===== config.mk =====
export PLATFORM = sky130hd
export DESIGN_NAME = alu_core
export DESIGN_NICKNAME = d
export VERILOG_FILES = /design/src/rtl/alu_core.sv
export SDC_FILE = /design/constraint.sdc
export NUM_CORES = 1
export LEC_CHECK = 0
export ABC_CLOCK_PERIOD_IN_PS = 4500
export BUFFER_PORTS_ARGS = -buffer_cell sky130_fd_sc_hd__buf_2
export CAP_MARGIN = 20
export CORE_MARGIN = 4
export CORE_UTILIZATION = 40
export DETAILED_ROUTE_END_ITERATION = 10
export PLACE_DENSITY_LB_ADDON = 0.15
export SETUP_SLACK_MARGIN = 0.05
export SLEW_MARGIN = 20
export SYNTH_ARGS = -nofsm -noshare
export SYNTH_HDL_FRONTEND = slang
export SYNTH_SLANG_ARGS = --single-unit
export TNS_END_PERCENT = 1

===== constraint.sdc =====
create_clock -name clk -period 4.5 [get_ports clk]
set_input_delay 0.45 -clock clk [delete_from_list [all_inputs] [get_ports clk]]
set_output_delay 0.45 -clock clk [all_outputs]
set_load 0.05 [all_outputs]

===== src/rtl/alu_core.sv =====
`default_nettype none
// +--------------------------------------------------------------------------+
// | alu_core : 16-bit ALU, single-cycle ops plus iterative shift-add multiply |
// | Revision 1.0                                                             |
// +--------------------------------------------------------------------------+
module alu_core (
    input  logic        clk,
    input  logic        rst_n,
    input  logic        start,
    input  logic [2:0]  op,
    input  logic [15:0] a,
    input  logic [15:0] b,
    output logic [15:0] result,
    output logic        zero,
    output logic        carry,
    output logic        busy,
    output logic        done
);

    localparam logic [0:0] S_IDLE = 1'b0;
    localparam logic [0:0] S_MUL  = 1'b1;

    localparam logic [2:0] OP_ADD = 3'b000;
    localparam logic [2:0] OP_SUB = 3'b001;
    localparam logic [2:0] OP_AND = 3'b010;
    localparam logic [2:0] OP_OR  = 3'b011;
    localparam logic [2:0] OP_XOR = 3'b100;
    localparam logic [2:0] OP_SHL = 3'b101;
    localparam logic [2:0] OP_SHR = 3'b110;
    localparam logic [2:0] OP_MUL = 3'b111;

    logic [0:0]  state;
    logic [0:0]  state_next;
    logic [31:0] mcand;
    logic [15:0] mplier;
    logic [31:0] acc;
    logic [31:0] acc_next;
    logic [3:0]  cnt;
    logic        mul_last;
    logic [15:0] alu_res;
    logic        alu_c;
    logic [16:0] sum;
    logic [16:0] diff;
    logic [16:0] shl_ext;
    logic [16:0] shr_ext;

    // Single-cycle datapath; the extra bit of each shift catches the last bit out
    always_comb begin
        sum     = {1'b0, a} + {1'b0, b};
        diff    = {1'b0, a} - {1'b0, b};
        shl_ext = {1'b0, a} << b[3:0];
        shr_ext = {a, 1'b0} >> b[3:0];
        alu_res = 16'h0000;
        alu_c   = 1'b0;
        case (op)
            OP_ADD: begin alu_res = sum[15:0];     alu_c = sum[16];     end
            OP_SUB: begin alu_res = diff[15:0];    alu_c = diff[16];    end
            OP_AND: begin alu_res = a & b;                              end
            OP_OR:  begin alu_res = a | b;                              end
            OP_XOR: begin alu_res = a ^ b;                              end
            OP_SHL: begin alu_res = shl_ext[15:0]; alu_c = shl_ext[16]; end
            OP_SHR: begin alu_res = shr_ext[16:1]; alu_c = shr_ext[0];  end
            default: begin alu_res = 16'h0000;     alu_c = 1'b0;        end
        endcase
    end

    assign acc_next = acc + (mplier[0] ? mcand : 32'd0);
    assign mul_last = (cnt == 4'd15);

    always_ff @(posedge clk or negedge rst_n) begin
        if (!rst_n) begin
            state <= S_IDLE;
        end else begin
            state <= state_next;
        end
    end

    always_comb begin
        state_next = state;
        case (state)
            S_IDLE:  if (start && op == OP_MUL) state_next = S_MUL;
            S_MUL:   if (mul_last) state_next = S_IDLE;
            default: state_next = S_IDLE;
        endcase
    end

    always_comb begin
        busy = (state == S_MUL);
    end

    always_ff @(posedge clk or negedge rst_n) begin
        if (!rst_n) begin
            result <= 16'h0000;
            zero   <= 1'b1;
            carry  <= 1'b0;
            done   <= 1'b0;
            mcand  <= 32'd0;
            mplier <= 16'h0000;
            acc    <= 32'd0;
            cnt    <= 4'd0;
        end else begin
            done <= 1'b0;
            if (state == S_IDLE) begin
                if (start) begin
                    if (op == OP_MUL) begin
                        mcand  <= {16'h0000, a};
                        mplier <= b;
                        acc    <= 32'd0;
                        cnt    <= 4'd0;
                    end else begin
                        result <= alu_res;
                        zero   <= (alu_res == 16'h0000);
                        carry  <= alu_c;
                        done   <= 1'b1;
                    end
                end
            end else begin
                // One multiplier bit per cycle, LSB first; outputs only move on the last one
                acc    <= acc_next;
                mcand  <= mcand << 1;
                mplier <= mplier >> 1;
                cnt    <= cnt + 4'd1;
                if (mul_last) begin
                    result <= acc_next[15:0];
                    zero   <= (acc_next[15:0] == 16'h0000);
                    carry  <= |acc_next[31:16];
                    done   <= 1'b1;
                end
            end
        end
    end

endmodule
`default_nettype wire


==> flow_summary.toml <==
[outcome]
status = "complete, no violations"

[global_route]
grt_start_max_net_pins = 74
grt_pass1_wl_um = 56100
antenna_found_initial = 0
grt_pass1_vias = 9547
grt_usage_pct = 25.0
grt_overflow_total = 0

[floorplan]
die_area_sq_um = 28300
core_area_sq_um = 25300
die_width_um = 168
rows = 58
ios = 58
die_h_um = 168
initial_utilization_pct = 40.7

[yosys]
synth_seq_cells = 104
async_flop_share_pct = 100
synth_area_leader_cell = "dfrtp_1"
synth_common_cells = "141 x nand2_1, 103 x dfrtp_1, 89 x o21ai_0, 84 x ha_1, 81 x a21oi_1"
yosys_warnings = 0
syn_area_sq_um = 10300
synthFlopType = "dfrtp_1"
ys_seq_area_share_pct = 25.3
synth_area_leaders = "dfrtp_1 25%, ha_1 10%, nand2_1 5.1%, o21ai_0 4.3%, a21oi_1 3.9%"
syn_inst = 1223
ys_types = 88
synth.net_count = 1348
synth_most_common_cell = "nand2_1"
avgSynthCellArea_sq_um = 8.41
synth_top_cell_area_share_pct = 25.1
synth_edf_count = 0

[placed_design]
dp_hpwl_um = 27700
gp_congestion = 1.00
post-place-ws_ps = 599
io_buffers = 57

[clocking]
cts_max_level = 3
clockRootBuffer = "clkbuf_16"
cts_resized = 0
cts_buffers = 9
cts_hold_buf = 0
cts_buffer_depth = 2
cts_setup_buffers = 0
cts_num_sinks = 104
cts_tree = "yes"
clk_pin_slew_ps = 90
clk_latency_ps = 370

[timing]
tns_ps = 0
finalWorstSetupSlack_ps = 654
skew_ps = 16.0
max_clock_freq_mhz = 260
finalSetupViolCount = 0
hold_viol_final = 0
period_share_pct = 85.5
min_period_ps = 3850
drv_slew = 0
rsz0062_at_grt = "no"
worst_pin_slew_ps = 1050
slew_headroom_pct = 28.9

[worst_setup_path]
crit_required_ps = 4750
cp-end-kind = "register"
crit_type = "register to register"
crit_arrival_ps = 4090
r2r_slack_ps = 650
crit_fanout = 14
cp-start-kind = "register"

[detailed_routing]
drc_errors = 0
wl_per_cell_um = 22.7
firstDrtPassIters = 5
wirelength_um = 35900
dr_total_vias = 9802
drt-initial-drc-count = 978
vias_per_cell = 6.21
antenna_left = 0

[finish]
area_growth_pct = 8.91
final_nets = 1369
n_antenna_cell = 0
nFillCells = 2530
drive_gt1_share_pct = 12.3

[worst_hold_path]
hold_path_class = "primary input to asynchronous set/reset pin"

[pwr]
p_per_area_nw_per_um2 = 403
vdd_drop_max_mv = 0.238
p_total_mw = 4.52
leakage_nw = 5.02

[flow_run]
max_cap_violations = 0
[stage by stage]
step	area (sq um)	util, %	hold WS (ps)	instances
after floorplan	10300	-	154	1223
after global placement	10900	43.1	454	1563
after detailed placement	10900	43.1	465	1563
after CTS	11200	44.3	279	1579
after global routing	11200	44.3	321	1579
final	11200	44.3	239	1579
[where the power goes]
part	leakage [nW]	internal, mW	switching, mW
registers	1.33	1.25	0.244
clock network	0.144	0.455	0.407
logic	3.54	0.801	1.37
total	5.02	2.50	2.02
[final timing paths]
path,startpoint,endpoint,cells past startpoint
setup / recovery,mplier[0]$_DFFE_PN0P_,carry$_DFFE_PN0P_,12
hold / removal,rst_n,acc[8]$_DFFE_PN0P_,1
setup reg to reg,mplier[0]$_DFFE_PN0P_,carry$_DFFE_PN0P_,12
hold reg to reg,result[5]$_DFFE_PN0P_,result[5]$_DFFE_PN0P_,2
max in group asynchronous,rst_n,mplier[2]$_DFFE_PN0P_,2
min in group clk,start,result[15]$_DFFE_PN0P_,2
[registers in the layout (all words and copies together), names as in the netlist]
name,cells
mplier,16
busy,1
acc,32
done,1
zero,1
result,16
carry,1
mcand,32
cnt,4
[cells by family (layout without fill, tap and decap cells)]
group | after synthesis | after routing | synth area share, %
xor gates and xnor gates | 36 | 36 | 3.07
DFF | 104 | 104 | 25.3
buffers and inverters | 131 | 157 | 5.27
muxes | 72 | 72 | 10.0
AOI/OAI and AO/OA | 417 | 417 | 27.7
and+or+nand+nor | 376 | 376 | 17.8
adders and majority gates | 87 | 87 | 10.8
[final cells by class]
class,count,area [sq um],share of cell area (%)
repair buffers,86,505,4.51
clock buffers,11,243,2.17
multi-input cells,988,7160,63.9
well taps,330,413,3.69
flip-flops and latches,104,2610,23.3
clock inverters,5,65.1,0.581
inverters,55,206,1.84
[critical path: stages (launching register included)]
cell and delay, ps:
dfrtp_1 530, and2_1 220, ha_1 220, fa_1 440
a211oi_1 290, o21ai_0 260, a32oi_1 540, a211oi_1 160
or3_1 360, a21oi_1 150, nand4b_1 140, nor4_1 310
a21boi_1 100
[metal layers]
metal | global-route usage, % | part of all wire [%] | vias up
met3 | 3.45 | 6.4 | 66
met1 | 34.7 | 45 | 4762
met5 | 0 | 0 | -
met2 | 39.8 | 45 | 373
met4 | 9.46 | 3.7 | 0
li1 | - | - | 4601
[cells in the final DEF, fill, tap and decap left out, types with 9 or more instances in the layout]
| cell | n |
|---|---|
| a211o_1 | 9 |
| o21ai_0 | 89 |
| buf_4 | 30 |
| nand2b_1 | 12 |
| o21a_1 | 9 |
| buf_2 | 56 |
| o211ai_1 | 20 |
| mux4_2 | 16 |
| dfrtp_1 | 102 |
| xor2_1 | 17 |
| a211oi_1 | 17 |
| nand3_1 | 22 |
| xnor2_1 | 19 |
| a22o_1 | 34 |
| mux2i_1 | 40 |
| a21o_1 | 23 |
| nor3_1 | 25 |
| ha_1 | 84 |
| nor2_1 | 69 |
| o31ai_1 | 9 |
| a22oi_1 | 17 |
| inv_1 | 53 |
| a31oi_1 | 16 |
| nor2b_1 | 15 |
| clkbuf_16 | 9 |
| nand2_1 | 141 |
| a21oi_1 | 80 |
| and2_1 | 35 |
| o311ai_0 | 9 |
Note: power is estimated with default switching activity, not from simulation.
